<file path="src/rtl/cursor_pkg.sv">
// Shared types and helpers for the cursor controller: direction/state encodings.
// Pure declarations; no logic, no latency.
package cursor_pkg;

    typedef enum logic [2:0] {DIR_NONE, DIR_UP, DIR_DOWN, DIR_LEFT, DIR_RIGHT} dir_t;

    typedef enum logic [1:0] {IDLE, HOLD, SEL_WAIT} state_t;

    localparam int GRID_BITS_DEFAULT = 3;

    function automatic int max_int(input int a, input int b);
        return (a > b) ? a : b;
    endfunction

endpackage

</file>
<file path="src/rtl/cursor_controller_repeat_timer.sv">
// Auto-repeat down-counter: load wins over decrement, count parks at zero until reloaded.
// expire_o is combinational from the count, so the step happens on the same edge that reloads.
module repeat_timer
#(
    parameter int CNT_W = 4
) (
    input  logic             clk_i,
    input  logic             rst_ni,
    input  logic             load_i,
    input  logic [CNT_W-1:0] load_value_i,
    input  logic             enable_i,
    output logic             expire_o
);

    logic [CNT_W-1:0] cnt_q, cnt_d;

    assign expire_o = enable_i && (cnt_q == '0);

    always_comb begin
        cnt_d = cnt_q;
        if (load_i) begin
            cnt_d = load_value_i;
        end else if (enable_i && (cnt_q != '0)) begin
            cnt_d = cnt_q - 1'b1;
        end
    end

    always_ff @(posedge clk_i or negedge rst_ni) begin
        if (!rst_ni) begin
            cnt_q <= '0;
        end else begin
            cnt_q <= cnt_d;
        end
    end

endmodule

</file>
<file path="src/rtl/cursor_controller.sv">
// Cursor sequencer: edge-detected button steps with auto-repeat and a select req/ack handshake.
// Define CURSOR_WRAP_AROUND_EN to wrap at the grid edge instead of clamping and flagging blocked.
module cursor_controller
    import cursor_pkg::*;
#(
    parameter int GRID_BITS    = GRID_BITS_DEFAULT,
    parameter int REPEAT_DELAY = 25000000,
    parameter int REPEAT_RATE  = 5000000
) (
    input  logic                 clk_i,
    input  logic                 rst_ni,
    input  logic                 btn_up_i,
    input  logic                 btn_down_i,
    input  logic                 btn_left_i,
    input  logic                 btn_right_i,
    input  logic                 btn_sel_i,
    input  logic                 sel_ack_i,
    output logic [GRID_BITS-1:0] row_o,
    output logic [GRID_BITS-1:0] col_o,
    output logic                 move_pulse_o,
    output logic                 blocked_o,
    output logic                 sel_req_o,
    output logic                 busy_o
);

    localparam int CNT_W = $clog2(max_int(REPEAT_DELAY, REPEAT_RATE)) + 1;
    localparam logic [CNT_W-1:0] DELAY_LD = CNT_W'(REPEAT_DELAY - 1);
    localparam logic [CNT_W-1:0] RATE_LD  = CNT_W'(REPEAT_RATE - 1);

    state_t               state_q, state_d;
    dir_t                 dir_q, dir_d;
    dir_t                 rise_dir, step_dir;
    logic [4:0]           btn, btn_q, rise;
    logic                 arm_q;
    logic                 held;
    logic                 timer_load, timer_en, timer_expire;
    logic [CNT_W-1:0]     timer_val;
    logic [GRID_BITS-1:0] row_q, col_q, row_s, col_s;
    logic                 at_edge, do_move, do_block;
    logic                 move_pulse_q, blocked_q;

    // Bit order {sel, right, left, down, up}. Rises are masked on the first cycle out of
    // reset so a button already held through reset is absorbed rather than acted on.
    assign btn  = {btn_sel_i, btn_right_i, btn_left_i, btn_down_i, btn_up_i};
    assign rise = btn & ~btn_q & {5{arm_q}};

    always_comb begin
        rise_dir = DIR_NONE;
        if (rise[0])      rise_dir = DIR_UP;
        else if (rise[1]) rise_dir = DIR_DOWN;
        else if (rise[2]) rise_dir = DIR_LEFT;
        else if (rise[3]) rise_dir = DIR_RIGHT;
    end

    always_comb begin
        held = 1'b0;
        case (dir_q)
            DIR_UP:    held = btn_up_i;
            DIR_DOWN:  held = btn_down_i;
            DIR_LEFT:  held = btn_left_i;
            DIR_RIGHT: held = btn_right_i;
            default:   held = 1'b0;
        endcase
    end

    always_ff @(posedge clk_i or negedge rst_ni) begin
        if (!rst_ni) begin
            state_q <= IDLE;
        end else begin
            state_q <= state_d;
        end
    end

    always_comb begin
        state_d = state_q;
        case (state_q)
            IDLE: begin
                if (rise[4])                    state_d = SEL_WAIT;
                else if (rise_dir != DIR_NONE)  state_d = HOLD;
            end
            HOLD:     if (!held)     state_d = IDLE;
            SEL_WAIT: if (sel_ack_i) state_d = IDLE;
            default:  state_d = IDLE;
        endcase
    end

    assign timer_en = (state_q == HOLD) && held;

    always_comb begin
        busy_o     = (state_q != IDLE);
        sel_req_o  = (state_q == SEL_WAIT);
        step_dir   = DIR_NONE;
        timer_load = 1'b0;
        timer_val  = DELAY_LD;
        dir_d      = dir_q;
        case (state_q)
            IDLE: begin
                if (!rise[4] && (rise_dir != DIR_NONE)) begin
                    step_dir   = rise_dir;
                    timer_load = 1'b1;
                    dir_d      = rise_dir;
                end
            end
            HOLD: begin
                if (timer_expire) begin
                    step_dir   = dir_q;
                    timer_load = 1'b1;
                    timer_val  = RATE_LD;
                end
            end
            default: ;
        endcase
    end

    repeat_timer #(
        .CNT_W (CNT_W)
    ) u_repeat_timer (
        .clk_i        (clk_i),
        .rst_ni       (rst_ni),
        .load_i       (timer_load),
        .load_value_i (timer_val),
        .enable_i     (timer_en),
        .expire_o     (timer_expire)
    );

    always_comb begin
        row_s   = row_q;
        col_s   = col_q;
        at_edge = 1'b0;
        case (step_dir)
            DIR_UP:    begin row_s = row_q - 1'b1; at_edge = (row_q == '0); end
            DIR_DOWN:  begin row_s = row_q + 1'b1; at_edge = (row_q == '1); end
            DIR_LEFT:  begin col_s = col_q - 1'b1; at_edge = (col_q == '0); end
            DIR_RIGHT: begin col_s = col_q + 1'b1; at_edge = (col_q == '1); end
            default:   ;
        endcase
    end

`ifdef CURSOR_WRAP_AROUND_EN
    // Natural modulo arithmetic of the coordinate width provides the wrap.
    assign do_move  = (step_dir != DIR_NONE);
    assign do_block = 1'b0;
`else
    assign do_move  = (step_dir != DIR_NONE) && !at_edge;
    assign do_block = (step_dir != DIR_NONE) && at_edge;
`endif

    always_ff @(posedge clk_i or negedge rst_ni) begin
        if (!rst_ni) begin
            btn_q        <= '0;
            arm_q        <= 1'b0;
            dir_q        <= DIR_NONE;
            row_q        <= '0;
            col_q        <= '0;
            move_pulse_q <= 1'b0;
            blocked_q    <= 1'b0;
        end else begin
            btn_q        <= btn;
            arm_q        <= 1'b1;
            dir_q        <= dir_d;
            move_pulse_q <= do_move;
            blocked_q    <= do_block;
            if (do_move) begin
                row_q <= row_s;
                col_q <= col_s;
            end
        end
    end

    assign row_o        = row_q;
    assign col_o        = col_q;
    assign move_pulse_o = move_pulse_q;
    assign blocked_o    = blocked_q;

endmodule

</file>
<file path="config.mk">
export PLATFORM = sky130hd
export DESIGN_NAME = cursor_controller
export DESIGN_NICKNAME = d
export VERILOG_FILES = /design/src/rtl/cursor_pkg.sv /design/src/rtl/cursor_controller_repeat_timer.sv /design/src/rtl/cursor_controller.sv
export SDC_FILE = /design/constraint.sdc
export NUM_CORES = 1
export LEC_CHECK = 0
export ABC_CLOCK_PERIOD_IN_PS = 4700
export BUFFER_PORTS_ARGS = -buffer_cell sky130_fd_sc_hd__buf_2
export CORE_MARGIN = 2
export CORE_UTILIZATION = 50
export DETAILED_ROUTE_END_ITERATION = 8
export PLACE_DENSITY = 0.64
export SLEW_MARGIN = 20
export SYNTH_ARGS = -nofsm -noshare
export SYNTH_HDL_FRONTEND = slang
export SYNTH_SLANG_ARGS = --single-unit
</file>
<file path="constraint.sdc">
create_clock -name clk_i -period 4.7 [get_ports clk_i]
set_input_delay 0.235 -clock clk_i [delete_from_list [all_inputs] [get_ports clk_i]]
set_output_delay 0.235 -clock clk_i [all_outputs]
set_load 0.01 [all_outputs]
</file>
**Word-level counts from Yosys, hierarchy flattened**

Cells that the tools add are included.

- Flip-flop bits (word level): 45
- Output and inout port bits: 10

- Add/subtract/negate cells: 5
- Equality and inequality tests: 15
- Multiplexer cells: 23
- Bitwise logic cells: 3
- Reduce and logical (&&, ||, !) cells: 23

Operator list:

| kind | number |
|---|---|
| two-way mux 26 bit | 2 |
| two-way mux 25 bit | 2 |
| logical NOT 26 bit | 1 |
| nonzero test 26 bit | 1 |
| subtractor 26 x 1 -> 26 bit (second input constant) | 1 |
| two-way mux 3 bit | 6 |
| one-hot mux 3 bit (2 select lines) | 3 |
| equality test 3 x 2 -> 1 bit (second input constant) | 4 |
| equality test 3 bit (second input constant) | 4 |
| AND 5 bit | 2 |
| two-way mux 2 bit | 4 |
| one-hot mux 1 bit (4 select lines) | 2 |
| nonzero test 2 bit | 4 |
| adder 3 x 1 -> 3 bit (second input constant) | 2 |
| equality test 3 x 1 -> 1 bit (second input constant) | 2 |
| logical AND 1 bit | 6 |
| logical NOT 3 bit | 2 |
| one-hot mux 2 bit (3 select lines) | 1 |
| AND reduction 2 bit | 3 |
| nonzero test 3 bit | 2 |
| subtractor 3 x 1 -> 3 bit (second input constant) | 2 |
| inverter 5 bit | 1 |
| inequality test 2 bit (second input constant) | 2 |
| inequality test 3 bit (second input constant) | 1 |
| other kinds (7) | 9 |

**Logic depth before layout (Yosys ltp)**

Gate-level depths: netlist of the first run.

- Depth in word-level cells: 16
- Gate-level depth with buffers: 12

**Cells and area by module**

Synthesis of the first run repeated with hierarchy kept, for this count alone.

- Cell total of the unflattened synthesis: 293
- Area, all modules: 2758.9 um^2

Modules (own cells, without submodules):

| module | instances | cells an instance | area an instance (um^2) |
|---|---|---|---|
| repeat_timer | 1 | 183 | 1641.6 |
| cursor_controller | 1 | 110 | 1117.3 |

**Least setup slack after synthesis of the first run**

No wires, ideal clock.

- Path kind: register to register
- Start: reg u_repeat_timer.cnt_q[17]
- End: reg row_q[1] (netlist: row_o[1])
- Data arrival time: 2.583 ns
- Data required time: 4.575 ns
- Path slack: 1.992 ns
- Stages on the path, launching flop included: 9
- Cell sequence: dfrtp_1 > or4_4 > nor3_4 > and3b_1 > buf_4 > a31oi_4 > or4_4 > and3_1 > mux2_4

- Word-level cells in the longest chain between the ends: 9
- Elaborated cells on any way between the ends: 15
- Classes of those cells: eq/ne (4); mux (4); reduce/logical (7)

Ends and longest elaborated chain:

| item | RTL line | text |
|---|---|---|
| from (decl) | cursor_controller_repeat_timer.sv:15 | `logic [CNT_W-1:0] cnt_q, cnt_d;` |
| from (signal assigned) | cursor_controller_repeat_timer.sv:32 | `cnt_q <= cnt_d;` |
| logical NOT 26 bit * | cursor_controller_repeat_timer.sv:17 | `assign expire_o = enable_i && (cnt_q == '0);` |
| logical AND 1 bit * | cursor_controller_repeat_timer.sv:17 |  |
| two-way mux 3 bit * | cursor_controller.sv:105 | `if (timer_expire) begin` |
| one-hot mux 3 bit (2 select lines) * | cursor_controller.sv:96 | `case (state_q)` |
| equality test 3 bit, or another cell as far along | cursor_controller.sv:130 | `case (step_dir)` |
| one-hot mux 1 bit (4 select lines) | cursor_controller.sv:130 |  |
| logical NOT 1 bit | cursor_controller.sv:144 | `assign do_move = (step_dir != DIR_NONE) && !at_edge;` |
| logical AND 1 bit | cursor_controller.sv:144 |  |
| AND reduction 2 bit (no source line) | n/a |  |
| to (signal assigned) | cursor_controller.sv:164 | `row_q <= row_s;` |
| to (decl) | cursor_controller.sv:38 | `logic [GRID_BITS-1:0] row_q, col_q, row_s, col_s;` |

Every way passes the cells marked *; elsewhere a longest branch is shown, timed or not.
A chain may end at the register's enable or synchronous reset.

**Worst setup path after layout of the first run**

- Start: reg dir_q[0]
- End: reg col_q[1] (netlist: col_o[1])

- Word-level cells in the longest chain between the ends: 11
- Elaborated cells on any way between the ends: 20
- Classes of those cells: eq/ne (8); mux (5); reduce/logical (7)

Ends and longest elaborated chain:

| item | RTL line | text |
|---|---|---|
| from (decl) | cursor_controller.sv:31 | `dir_t dir_q, dir_d;` |
| from (signal assigned) | cursor_controller.sv:160 | `dir_q <= dir_d;` |
| equality test 3 bit, or another cell as far along | cursor_controller.sv:57 | `case (dir_q)` |
| one-hot mux 1 bit (4 select lines) | cursor_controller.sv:57 |  |
| logical AND 1 bit | cursor_controller.sv:87 | `assign timer_en = (state_q == HOLD) && held;` |
| logical AND 1 bit | cursor_controller_repeat_timer.sv:17 |  |
| two-way mux 3 bit * | cursor_controller.sv:105 |  |
| one-hot mux 3 bit (2 select lines) * | cursor_controller.sv:96 |  |
| equality test 3 bit, or another cell as far along | cursor_controller.sv:130 |  |
| one-hot mux 1 bit (4 select lines) | cursor_controller.sv:130 |  |
| logical NOT 1 bit | cursor_controller.sv:144 |  |
| logical AND 1 bit | cursor_controller.sv:144 |  |
| AND reduction 2 bit (no source line) | n/a |  |
| to (signal assigned) | cursor_controller.sv:165 | `col_q <= col_s;` |
| to (decl) | cursor_controller.sv:38 |  |

Marks and branches as above.

==> results of run 1 <==
[layout by cell type, fill, tap and decap left out, types with 3 or more instances in the layout]
master	Yosys	routed
sky130_fd_sc_hd__a21o_1	3	3
sky130_fd_sc_hd__a21oi_1	11	11
sky130_fd_sc_hd__buf_2	0	16
sky130_fd_sc_hd__clkbuf_8	0	6
sky130_fd_sc_hd__dfrtp_1	45	45
sky130_fd_sc_hd__inv_1	7	7
sky130_fd_sc_hd__nand2_1	25	25
sky130_fd_sc_hd__nand2b_1	7	7
sky130_fd_sc_hd__nand3_1	10	10
sky130_fd_sc_hd__nand3b_1	3	3
sky130_fd_sc_hd__nand4_1	3	3
sky130_fd_sc_hd__nor2_1	19	19
sky130_fd_sc_hd__nor2b_1	5	5
sky130_fd_sc_hd__nor3_1	10	10
sky130_fd_sc_hd__nor4_1	8	8
sky130_fd_sc_hd__o21a_1	3	3
sky130_fd_sc_hd__o21ai_0	6	6
sky130_fd_sc_hd__or4_4	3	3
sky130_fd_sc_hd__xnor2_1	11	11
sky130_fd_sc_hd__xor2_1	8	8
[critical path: cells and delay by family, from the launching register on]
kind / cells / cell delay (ns)
AO/OA/AOI/OAI: 2 / 0.41
flip-flops: 1 / 0.46
multiplexers: 1 / 0.31
AND/OR/NAND/NOR: 5 / 1.73
[metrics by stage]
step,hold slack (ns),util,instances,setup slack [ns]
4_1_cts,0.04698,0.5845,305,1.673
3_3_place_gp,0.3609,0.5583,297,1.669
2_1_floorplan,-0.06059,-,233,1.992
3_5_place_dp,0.3600,0.5583,297,1.693
5_1_grt,0.04671,0.5873,306,1.471
6_report,0.05093,0.5873,306,1.675
[per-layer routing]
layer | up-vias | wire [um] | track usage
met3 | 9 | 140 | 0.04306
met5 | - | 0 | 0
met1 | 835 | 2145 | 0.2354
met4 | 0 | 85 | 0.07202
met2 | 26 | 2143 | 0.3222
li1 | 871 | - | -
[cells by family (layout without fill, tap and decap cells)]
logic type | after synthesis | count (layout) | share of synthesized area
adder cells (fa/ha/maj) | 4 | 4 | 0.02769
AO/OA/AOI/OAI | 37 | 37 | 0.1097
buffers and inverters | 13 | 34 | 0.02237
XOR/XNOR | 19 | 19 | 0.07082
other | 1 | 1 | 0.001596
AND/OR/NAND/NOR | 111 | 111 | 0.2710
multiplexers | 3 | 3 | 0.01757
flip-flops | 45 | 45 | 0.4792
[power by group through the flow]
| stage | logic, uW | clock network (uW) | registers, uW |
|---|---|---|---|
| after floorplan | 206 | 0 | 554 |
| after global placement | 302 | 0 | 559 |
| after detailed placement | 306 | 0 | 561 |
| after CTS | 307 | 305 | 553 |
| after global routing | 346 | 322 | 566 |
| final | 305 | 300 | 554 |
[worst max-delay path by stage]
stage | slack, ns | to | from | cells after the start
floorplan | 1.99 | row_o[1]$_DFFE_PN0P_ | u_repeat_timer.cnt_q[17]$_DFFE_PN0P_ | 8
detailed placement | 1.69 | col_o[1]$_DFFE_PN0P_ | dir_q[0]$_DFFE_PN0P_ | 8
global route | 1.47 | row_o[2]$_DFFE_PN0P_ | dir_q[0]$_DFFE_PN0P_ | 10
CTS | 1.67 | col_o[1]$_DFFE_PN0P_ | dir_q[0]$_DFFE_PN0P_ | 8
finish | 1.67 | col_o[1]$_DFFE_PN0P_ | dir_q[0]$_DFFE_PN0P_ | 8
global placement | 1.67 | col_o[1]$_DFFE_PN0P_ | dir_q[0]$_DFFE_PN0P_ | 8
[sequential cells by signal, indices dropped and copies added (netlist names)]
register	cells
col_o	3
dir_q	3
arm_q	1
move_pulse_o	1
state_q	2
blocked_o	1
btn_q	5
u_repeat_timer.cnt_q	26
row_o	3
[cell type report]
class,instances,area (um^2)
multi-input combinational,175,1171
timing repair buffer,19,105.1
inverter,7,26.28
clock inverter,1,30.03
clock buffer,7,86.33
tap,52,65.06
sequential,45,1126
fill,414,1834
==> results, run 1 <==
- The switching power total is 391.3 uW.
- The weighted congestion at the end of routability-driven global placement is 0.7838.
- The via count of the first global-routing pass is 1745.
- After synthesis the netlist holds a flip-flop and latch count of 45.
- Of the total power, combinational logic draws 0.263.
- The power density over cell area is 443.9 mW/mm^2.
- The area share of the leading cell type in the synthesized netlist is 0.4792.
- In this run, synthesis inferred 0 flip-flops with an integrated enable.
- The number of hold violations in the final report is 0.
- After detailed routing, the total wire length is 4.516 mm.
- After routing, the total negative slack on setup checks comes to 0 ns.
- The worst hold path belongs to the class in2reg.
- The path type of the worst setup path is reg2reg.
- The final period demand of the worst path is 3.025 ns.
- The first global-routing pass estimated 7.748 mm of wire.
- Derived from the worst setup path, the maximum achievable clock frequency is 0.3305 GHz.
- The signal arrival time at the worst endpoint is 3.22 ns.
- The max-slew violation count is 0.
- The number of antenna violations at the first check in global routing is 0.
- The count of TritonRoute iterations in the first routing pass is 4.
- Counting instances in the post-synthesis netlist gives the leading cell types as 45 x sky130_fd_sc_hd__dfrtp_1, 25 x sky130_fd_sc_hd__nand2_1, 19 x sky130_fd_sc_hd__nor2_1, 11 x sky130_fd_sc_hd__a21oi_1, 11 x sky130_fd_sc_hd__xnor2_1.
- The analysis attributes to cell leakage a power of 0.001104 uW.
- Clock-pin slew was measured on the worst setup and hold paths at 0.08 ns.
- The placement-stage cell area is 0.002481 mm^2.
- After clock tree synthesis, the setup repair step added 0 buffers.
- Entering global routing, the biggest net connects 46 pins.
- The root buffer cell is sky130_fd_sc_hd__clkbuf_8.
- The largest driver fanout on the critical path is 8.
- Of the total power, registers draw 0.478.
- Synthesis produced a netlist with a net count of 245.
- The count of max-cap constraint violations is 0.
- Input and output buffers added on the ports amount to 17.
- In the post-synthesis netlist, the biggest area contributors are sky130_fd_sc_hd__dfrtp_1 48%, sky130_fd_sc_hd__xnor2_1 4.1%, sky130_fd_sc_hd__nand2_1 4.0%.
- Clock skew on the completed layout was measured at 0.007063 ns.
- Using the TritonRoute via totals, the vias-per-cell ratio works out to 5.690.
- For this run, the post-layout net count is 265.
- The overall global routing resource usage is 0.1898.
- The die covers 0.005264 mm^2.
- The post-route clock period utilization is 0.6437.
- Counting instances, the worst hold path has a depth of 1.
- At the pin with the least slew margin, the transition time is 0.7147 ns.
- A synthesized cell averages 10.08 um^2.
- TritonCTS built the clock tree.
- The number of distinct library cells after synthesis is 51.
- Buffers inserted during clock tree synthesis total 5.
- The count of unresolved DRC violations after routing is 0.
- Of the total power, the share spent switching nets is 0.3377.
- The worst setup path is captured at a flop.
- The flow ran to the end, and the final reports show no timing, DRC or antenna violations.
- The floorplan step defined a core boundary enclosing 0.004444 mm^2.
- The post-DP HPWL is 3.271 mm.
- The remaining antenna violation count is 0.
- The number of rows in the core area is 24.
- The clock insertion delay at the later pin of the skew report is 0.30 ns.
- The part of the total power dissipated in the clock network is 0.259.
- In this design, the stage delay of the slowest critical-path cell is 0.59 ns.
- The origin of the critical flop-to-flop path is dir_q[0]$_DFFE_PN0P_.
- Setup repair after global routing left no endpoint under its margin.
- The mapped netlist covers 0.002350 mm^2.
- The signed area change from the synthesized netlist to the final layout is 11.08%.
- For this design, the CTS-stage hold fixing added 0 buffers.
- The leading cell type by number of instances after synthesis is sky130_fd_sc_hd__dfrtp_1.
- Gates resized during post-CTS repair numbered 0.
- Measured along the y axis, the die boundary spans 72.55 um.
- The cell count after synthesis came out at 233.
- The capture point of the worst reg-to-reg path is col_o[1]$_DFFE_PN0P_.
- The path with the worst hold slack has its endpoint at btn_q[4]$_DFF_PN0_.
- No sink is reached through more buffers than the 2 on the longest clock path.
- The number of inserted diodes is 0.
- The total number of vias is 1741.
- The aggregate global routing overflow is 0.
- Among all flip-flop cells after synthesis, the most frequent one is sky130_fd_sc_hd__dfrtp_1.
- The required time of the critical path is 4.89 ns.
- The die width is 72.55 um.
- The worst register-to-register path has a depth of 8.
- The worst hold path begins at btn_sel_i.
- The post-layout total power is 1159 uW.
- The normalized max-slew margin is 0.5199.
- For this run, the number of Yosys warnings is 0.
- The reg-to-reg setup timing slack is 1.67 ns.
- IR analysis of the VDD net gives a maximum drop of 226.9 uV.
- With fillers left out, the area of the finished cells amounts to 0.002610 mm^2.
- The post-synthesis sequential area ratio is 0.4792.
- The share of async-settable or async-resettable flops after synthesis is 1.000.
- 18 I/O pins were placed.
- The signal on the critical path passes through or3b_1, a21oi_1, nor2b_1, a31oi_4, or4_4, nand3_2, nor3_2, mux2_4.
- The first routing iteration left 60 violations.
- The H-tree depth is 2.
- The total setup violations reported at the end of the flow is 0.
- In the final routed layout, each cell accounts on average for 14.76 um.
- The slowest stage cell on the critical path is sky130_fd_sc_hd__or4_4.
- STA classifies the critical path startpoint as a flop.
- The number of sinks driven by the clock tree is 45.
- Of the cells placed in the final design, the portion with a size suffix greater than 1 is 0.1535.
- The internal power of the cells totals 767.4 uW.
- The biggest area contributor in the post-synthesis netlist is sky130_fd_sc_hd__dfrtp_1.
- For this configuration, the core starts out at a cell density of 0.5287.
Power figures use the tool's default switching activity.
==> run 2: changes to the inputs <==
ABC_CLOCK_PERIOD_IN_PS = 2500   (was 4700)
PLACE_DENSITY = 0.67   (was 0.64)
clock period = 2.5 ns   (was 4.7 ns; I/O delays follow)
==> results, run 2 (same netlist as run 1, synthesis figures left out) <==
- For this run, the share of the core covered by cells in the final layout is 0.7424.
- VDD sags by at most 413.3 uV.
- The first global-routing pass estimated 9.204 mm of wire.
- The TritonCTS buffer count is 5.
- Using the TritonRoute via totals, the vias-per-cell ratio works out to 5.471.
- The maximum frequency from static timing analysis is 0.3674 GHz.
- The setup path with the least slack is of type reg2reg.
- The critical path endpoint category is a flop.
- Counting flops per register, the top entry is u_repeat_timer.cnt_q.
- The die width is 72.55 um.
- The total setup violations reported at the end of the flow is 8.
- The count of unresolved DRC violations after routing is 0.
- The number of hold violations in the final report was 0.
- The final period demand of the worst path is 2.722 ns.
- For the worst-skew pair, the clock arrives at the later sink with an insertion delay of 0.30 ns.
- After floorplanning, the core was sized to cover 0.004444 mm^2.
- The number of sinks driven by the clock tree is 45.
- The H-tree depth is 2.
- The pre-antenna-repair detailed-routing pass consisted of 4 iterations.
- The number of flip-flops in the largest register is 26.
- Setup repair after global routing could not meet its margin everywhere.
- The average wire length per cell after detail routing is 15.69 um.
- In this design, the largest share of critical-path delay is due to simple AND/OR/NAND/NOR gates.
- The total number of vias is 2046.
- Port buffering added 17 buffers.
- The number of inserted diodes is 0.
- The remaining antenna violation count is 0.
- The post-layout total power is 2606 uW.
- For this design the top-level I/O count stands at 18.
- In this run the register-to-register setup slack is -0.22 ns.
- In this run the core area contains 24 standard-cell rows.
- Together, buffers and inverters on the worst path number 0.
- In this run the worst path has a maximum fanout of 5.
- The final total negative setup slack is -1.239 ns.
- Between clock sinks in the finished design, the worst skew comes to 0.007710 ns.
- The max-slew violation count is 0.
- The initial core utilization is 0.5287.
- The net total in the final layout is 333.
- The detailed router finished its first iteration with 153 violations.
- Across the run, the number of max-cap violations was 0.
- The overall global routing resource usage is 0.2264.
- The final design instance area without fill is 0.003299 mm^2.
- The via count of the first global-routing pass was 2051.
- The placement-stage cell area is 0.002875 mm^2.
- After layout, the worst setup slack is -0.2218 ns.
- Detailed placement finished with a half-perimeter wire length of 3.792 mm.
- The share of final-layout standard cells stronger than drive strength 1 is 0.3851.
- The aggregate global routing overflow is 0.
- The area growth from synthesis to layout is 40.42%.
- The class of the tightest hold or removal check is in2reg.
- For this design the static power due to leakage is 0.001469 uW.
- Counting along the longest clock path gives a buffer depth of 2.
- The signal arrival time at the worst endpoint is 2.91 ns.
- The commonest non-fill, non-tap cell in the layout is sky130_fd_sc_hd__buf_4.
- The post-route clock period utilization is 1.089.
- For this design, the slowest cell found on the critical path is sky130_fd_sc_hd__or4_4.
- The weighted congestion at the end of routability-driven global placement is 0.8331.
- The power density over cell area is 789.8 mW/mm^2.
- The number of antenna violations at the first check in global routing is 0.
- Across all hold checks on the routed design, the worst slack comes to 0.09178 ns.
- The fill cell instance count of the final layout is 330.
- TritonCTS built the clock tree.
- Clock-pin slew was measured on the worst setup and hold paths at 0.09 ns.
- The maximum number of pins on one net before global-route repair is 46.
- The largest registers in the layout are u_repeat_timer.cnt_q x26, btn_q x5.
- STA classifies the critical path startpoint as a flop.
- In this design, the stage delay of the slowest critical-path cell is 0.58 ns.
- The floorplan step defined a die boundary enclosing 0.005264 mm^2.
- The final wirelength is 5.869 mm.
- In this run the tightest slew margin relative to its limit is 0.6086.
- From bottom edge to top edge, the die measures 72.55 um.
- The required time of the critical path is 2.69 ns.
- The flow ran to the end, but the final reports show violations.
- Walking the worst path, the cells encountered are or4_4, nor3_4, and3b_2, a31oi_1, or4_4, nand3_4, nor3_4, mux2_4.
- The checks that failed: negative setup slack.
- The root buffer cell is sky130_fd_sc_hd__clkbuf_8.
- For the pin with the worst max-slew slack, the measured transition is 0.5871 ns.
- In the layout the commonest cells are 62 x sky130_fd_sc_hd__buf_4, 45 x sky130_fd_sc_hd__dfrtp_1, 24 x sky130_fd_sc_hd__nand2_1.
-- run 2: cell types whose count changed in the layout (fill, tap and decap cells not counted), moves of 3 or more --
cell	delta
sky130_fd_sc_hd__buf_4	+60
sky130_fd_sc_hd__buf_6	+3
sky130_fd_sc_hd__dlygate4sd3_1	+5
sky130_fd_sc_hd__nor2_1	-3
sky130_fd_sc_hd__nor4_1	-3
-- run 2: worst register-to-register path: cells and delay by family (launching register included) --
kind	cells	cell delay, ns
AOI/OAI and AO/OA	1	0.11
DFF	1	0.38
muxes	1	0.31
and+or+nand+nor	6	1.83
-- run 2: cell type report --
| class | count | area, um^2 | area share |
|---|---|---|---|
| clock buffers | 5 | 68.82 | 0.02086 |
| clock inverters | 3 | 65.06 | 0.01972 |
| inverters | 7 | 26.28 | 0.007964 |
| multi-input cells | 175 | 1309 | 0.3967 |
| flip-flops and latches | 45 | 1126 | 0.3413 |
| well taps | 52 | 65.06 | 0.01972 |
| repair buffers | 87 | 639.4 | 0.1938 |
-- run 2: report_power, final --
part / switching [uW] / leakage [uW] / internal [uW] / total, uW
clock: 245 / 0.0000681 / 397 / 642
combinational: 480 / 0.000886 / 477 / 957
sequential: 149 / 0.000515 / 859 / 1010
total: 873 / 0.00147 / 1730 / 2610
-- run 2: what timing repair did --
item | CTS | global route
hold buffers | 5 | 1
resized for setup | 12 | 17
setup buffers | 5 | 10
endpoints found under the hold margin | 5 | 45
pin swaps | 8 | 12
setup endpoints to repair | 15 | 21
-- run 2: per-layer routing --
layer | vias up | part of all wire | GRT usage
li1 | 1008 | - | -
met1 | 998 | 0.44 | 0.2700
met2 | 35 | 0.52 | 0.4162
met3 | 5 | 0.032 | 0.04722
met4 | 0 | 0.0063 | 0.05144
met5 | - | 0 | 0
-- run 2: path summary, 6_finish.rpt --
| path | end | start | cells past startpoint |
|---|---|---|---|
| max | col_o[1]$_DFFE_PN0P_ | u_repeat_timer.cnt_q[12]$_DFFE_PN0P_ | 8 |
| min | state_q[1]$_DFFE_PN0P_ | sel_ack_i | 3 |
| max reg2reg | col_o[1]$_DFFE_PN0P_ | u_repeat_timer.cnt_q[12]$_DFFE_PN0P_ | 8 |
| min reg2reg | state_q[1]$_DFFE_PN0P_ | state_q[0]$_DFFE_PN0P_ | 1 |
| max in group asynchronous | u_repeat_timer.cnt_q[8]$_DFFE_PN0P_ | rst_ni | 2 |
| min in group asynchronous | state_q[1]$_DFFE_PN0P_ | rst_ni | 2 |
-- run 2: metrics by stage --
| stage | setup slack, ns | std cells |
|---|---|---|
| 6_report | -0.2218 | 374 |
| 5_1_grt | -0.2607 | 374 |
| 4_1_cts | -0.1335 | 365 |
| 3_5_place_dp | -0.2545 | 347 |
| 3_3_place_gp | -0.1718 | 347 |
| 2_1_floorplan | -0.1231 | 233 |
==> run 3: changes to the inputs <==
ABC_AREA = 1   (was not set)
PLACE_DENSITY = 0.66   (was 0.67)
SETUP_SLACK_MARGIN = 0.05   (was not set)
==> results, run 3 <==
- STA puts the critical path data arrival time at 2.40 ns.
- Before antenna repair, the detailed router went through 4 iterations.
- The number of sinks driven by the clock tree is 45.
- The final design instance area without fill is 0.003133 mm^2.
- The post-route clock period utilization is 0.8806.
- The die is 77.47 um tall.
- For this run, the leading register cell type out of synthesis is sky130_fd_sc_hd__dfrtp_1.
- The critical path endpoint category is a flop.
- The first-pass GRT wire length is 9.549 mm.
- The critical path goes through inv_2, ha_1, nand3_1, nor2_1, nand2_2, nor2_8, nand3_4, nand2_4, inv_2, nor2_4, inv_2, fa_2, xnor3_1, nand2_1, nand2_1.
- After detailed routing, the total wire length is 5.366 mm.
- The die covers 0.006002 mm^2.
- The root buffer cell is sky130_fd_sc_hd__clkbuf_8.
- The number of distinct library cells after synthesis is 40.
- For this run, design rule violations remaining after detail routing come to 0.
- Counting flops with a built-in enable in the synthesized netlist gives 0.
- The largest driver fanout on the critical path is 4.
- CTS built an H-tree with a depth of 2.
- Setup repair after global routing left no endpoint under its margin.
- The required time of the critical path is 2.70 ns.
- The HPWL after detailed placement is 3.959 mm.
- Entering global routing, the biggest net connects 46 pins.
- The number of rows in the core area is 26.
- The reg-to-reg setup timing slack is 0.30 ns.
- The slowest stage cell on the critical path is sky130_fd_sc_hd__dfrtp_1.
- The slew of the pin with the lowest slew margin is 0.5707 ns.
- 0 antenna diodes ended up in the layout.
- The average wire length per cell after detail routing is 12.25 um.
- Leaving out fill and tap cells, the most frequent cell in the layout is sky130_fd_sc_hd__nand2_1.
- The initial core utilization is 0.5218.
- The largest registers in the layout are u_repeat_timer.cnt_q x26, btn_q x5.
- The via count of the first global-routing pass is 2135.
- The most common cell in the synthesized netlist is sky130_fd_sc_hd__nand2_1.
- In this run the count of I/O pins placed on the die edge is 18.
- The register with the most flip-flops is u_repeat_timer.cnt_q.
- For this run, the slowest stage of the critical path takes 0.40 ns.
- Timing analysis after detailed placement gives a worst setup slack of 0.02581 ns.
- Power comes to 2690 uW.
- The signed area change from the synthesized netlist to the final layout is 16.09%.
- The number of buffer cells added on primary ports is 17.
- Yosys printed 0 warnings.
- In the final design database the tool counted 379 nets.
- At the later pin of the worst-skew pair, clock insertion delay measures 0.30 ns.
- The die width is 77.47 um.
- The setup path with the least slack is of type reg2reg.
- The maximum buffer depth of the clock tree is 2.
- The final period demand of the worst path is 2.202 ns.
- By area the synthesized netlist is led by sky130_fd_sc_hd__dfrtp_1 42%, sky130_fd_sc_hd__nand2_1 8.2%, sky130_fd_sc_hd__nor2_1 6.8%.
- The number of antenna violations at the first check in global routing came to 0.
- Of the post-synthesis cell area, the dominant cell type holds 0.4172.
- The multi-input combinational cell area is 0.001401 mm^2.
- Global routing finished with a remaining overflow of 0.
- The clock-pin slew on the worst setup and hold paths is 0.08 ns.
- In this run the static leakage power is 0.001493 uW.
- The total number of vias is 2187.
- The cell repeated most along the worst path is sky130_fd_sc_hd__inv_2.
- The share of final-layout standard cells stronger than drive strength 1 is 0.2418.
- The largest total area in the synthesized netlist belongs to sky130_fd_sc_hd__dfrtp_1.
- For this run, the total global-route usage over all layers was measured as 0.2007.
- After synthesis, the mean cell area works out to 8.129 um^2.
- The clock skew is 0.005116 ns.
- The number of hold violations in the final report is 0.
- The maximum frequency from static timing analysis is 0.4542 GHz.
- After detailed placement, the design holds a cell count of 419.
- The worst ir drop on vdd is 381.9 uV.
- The total setup violations reported at the end of the flow is 0.
- In this run the worst hold path is classified as in2async.
- The worst pin sits at a relative slew slack of 0.6195.
- The count of max-cap constraint violations is 0.
- The iteration-0 DRC count of the detailed router is 75.
- The cell area that synthesis handed to floorplanning was 0.002699 mm^2.
- By count the netlist is led by 59 x sky130_fd_sc_hd__nand2_1, 49 x sky130_fd_sc_hd__nor2_1, 45 x sky130_fd_sc_hd__dfrtp_1, 35 x sky130_fd_sc_hd__inv_1, 22 x sky130_fd_sc_hd__o21ai_0.
- The flow ran to the end, and the final reports show no timing, DRC or antenna violations.
- Once layout is complete, the cells apart from fillers number 438.
- The worst setup path is launched from a flop.
- The TritonCTS buffer count is 5.
- In this run, synthesis produced a sequential element count of 45.
- The vias per cell is 4.993.
- The share of async-settable or async-resettable flops after synthesis is 1.000.
- The net count of the mapped netlist is 344.
- In the layout the commonest cells are 59 x sky130_fd_sc_hd__nand2_1, 44 x sky130_fd_sc_hd__nor2_1, 44 x sky130_fd_sc_hd__dfrtp_1.
- The power density over cell area is 858.5 mW/mm^2.
- Setup total negative slack on the finished layout was measured at 0 ns.
- The layout has 466 filler cells.
- Counting every instance in the synthesized netlist gives 332.
- The sequential cells in the finished layout cover a total of 0.001127 mm^2.
- The weighted congestion at the end of routability-driven global placement is 0.8421.
- The register with the most flip-flops in the layout has 26 of them.
- The post-synthesis sequential area ratio is 0.4172.
- Once detail routing completed, the nets flagged for antenna violations numbered 0.
- The max-slew violation count is 0.
- TritonCTS built the clock tree.
- After layout, the worst setup slack is 0.2984 ns.
- After detailed placement, the total cell area comes to 0.002870 mm^2.
- The floorplan step defined a core boundary enclosing 0.005172 mm^2.
[run 3: cell types whose count changed in the layout (fill, tap and decap cells not counted), moves of 8 or more]
| cell | before | now |
|---|---|---|
| sky130_fd_sc_hd__nor2_1 | 16 | 44 |
| sky130_fd_sc_hd__nor2_4 | 1 | 9 |
| sky130_fd_sc_hd__nand2_1 | 24 | 59 |
| sky130_fd_sc_hd__o21ai_0 | 5 | 22 |
| sky130_fd_sc_hd__inv_1 | 6 | 33 |
| sky130_fd_sc_hd__buf_4 | 62 | 8 |
| sky130_fd_sc_hd__xnor2_1 | 11 | 1 |
| sky130_fd_sc_hd__inv_2 | 1 | 13 |
[run 3: worst paths after layout]
| check | startpoint | end | cells past startpoint |
|---|---|---|---|
| worst max-delay path | u_repeat_timer.cnt_q[1]$_DFFE_PN0P_ | row_o[2]$_DFFE_PN0P_ | 15 |
| worst min-delay path | rst_ni | btn_q[4]$_DFF_PN0_ | 2 |
| worst max register to register | u_repeat_timer.cnt_q[1]$_DFFE_PN0P_ | row_o[2]$_DFFE_PN0P_ | 15 |
| worst min register to register | u_repeat_timer.cnt_q[22]$_DFFE_PN0P_ | u_repeat_timer.cnt_q[22]$_DFFE_PN0P_ | 1 |
| max in group asynchronous | rst_ni | u_repeat_timer.cnt_q[12]$_DFFE_PN0P_ | 2 |
| min in group clk_i | btn_left_i | btn_q[2]$_DFF_PN0_ | 2 |
[run 3: cell type report]
class	instances	area share
Multi-Input combinational cell	238	0.4473
Timing Repair Buffer	31	0.06709
Clock buffer	5	0.02196
Sequential cell	45	0.3598
Tap cell	70	0.02796
Inverter	46	0.05511
Clock inverter	3	0.02077
[run 3: through the flow]
stage          utilization  hold slack, ns
6_report            0.6057          0.3638
5_1_grt             0.6057          0.4100
4_1_cts             0.5955         0.01541
3_5_place_dp        0.5549          0.2520
3_3_place_gp        0.5549          0.2484
2_1_floorplan            -         -0.1706
[run 3: cell families (layout without fill, tap and decap cells)]
group,after synthesis,after routing,synth area share
XOR/XNOR,9,9,0.03431
buffers and inverters,49,85,0.07279
AND/OR/NAND/NOR,176,176,0.3523
other,1,1,0.001389
flip-flops,45,45,0.4172
adder cells (fa/ha/maj),4,4,0.02411
AO/OA/AOI/OAI,48,48,0.09782
[run 3: worst max-delay path, delay by kind of cell (launching register included)]
family        cells  cell delay (ns)
xor+xnor          1             0.17
fa+ha+maj         2             0.46
buf+inv           3             0.19
flops             1             0.40
simple gates      9             0.86
[run 3: routing by layer]
| layer | share of wire | up-vias | global-route usage | routed length [um] |
|---|---|---|---|---|
| met2 | 0.46 | 35 | 0.3304 | 2494 |
| met3 | 0.036 | 8 | 0.04302 | 192 |
| met4 | 0.020 | 0 | 0.06786 | 105 |
| met1 | 0.48 | 1006 | 0.2632 | 2574 |
| met5 | 0 | - | 0 | 0 |
| li1 | - | 1138 | - | - |
[run 3: power breakdown]
| part | switching, uW | internal [uW] |
|---|---|---|
| Combinational | 585 | 373 |
| Clock | 245 | 397 |
| Sequential | 197 | 893 |
[run 3: repair_timing]
item / in CTS / in global routing
endpoints found under the hold margin: 6 / 45
setup buffers: 2 / 2
resized for setup: 1 / 10
pin swaps: 3 / 5
hold buffers: 6 / 1
setup endpoints to repair: 1 / 3
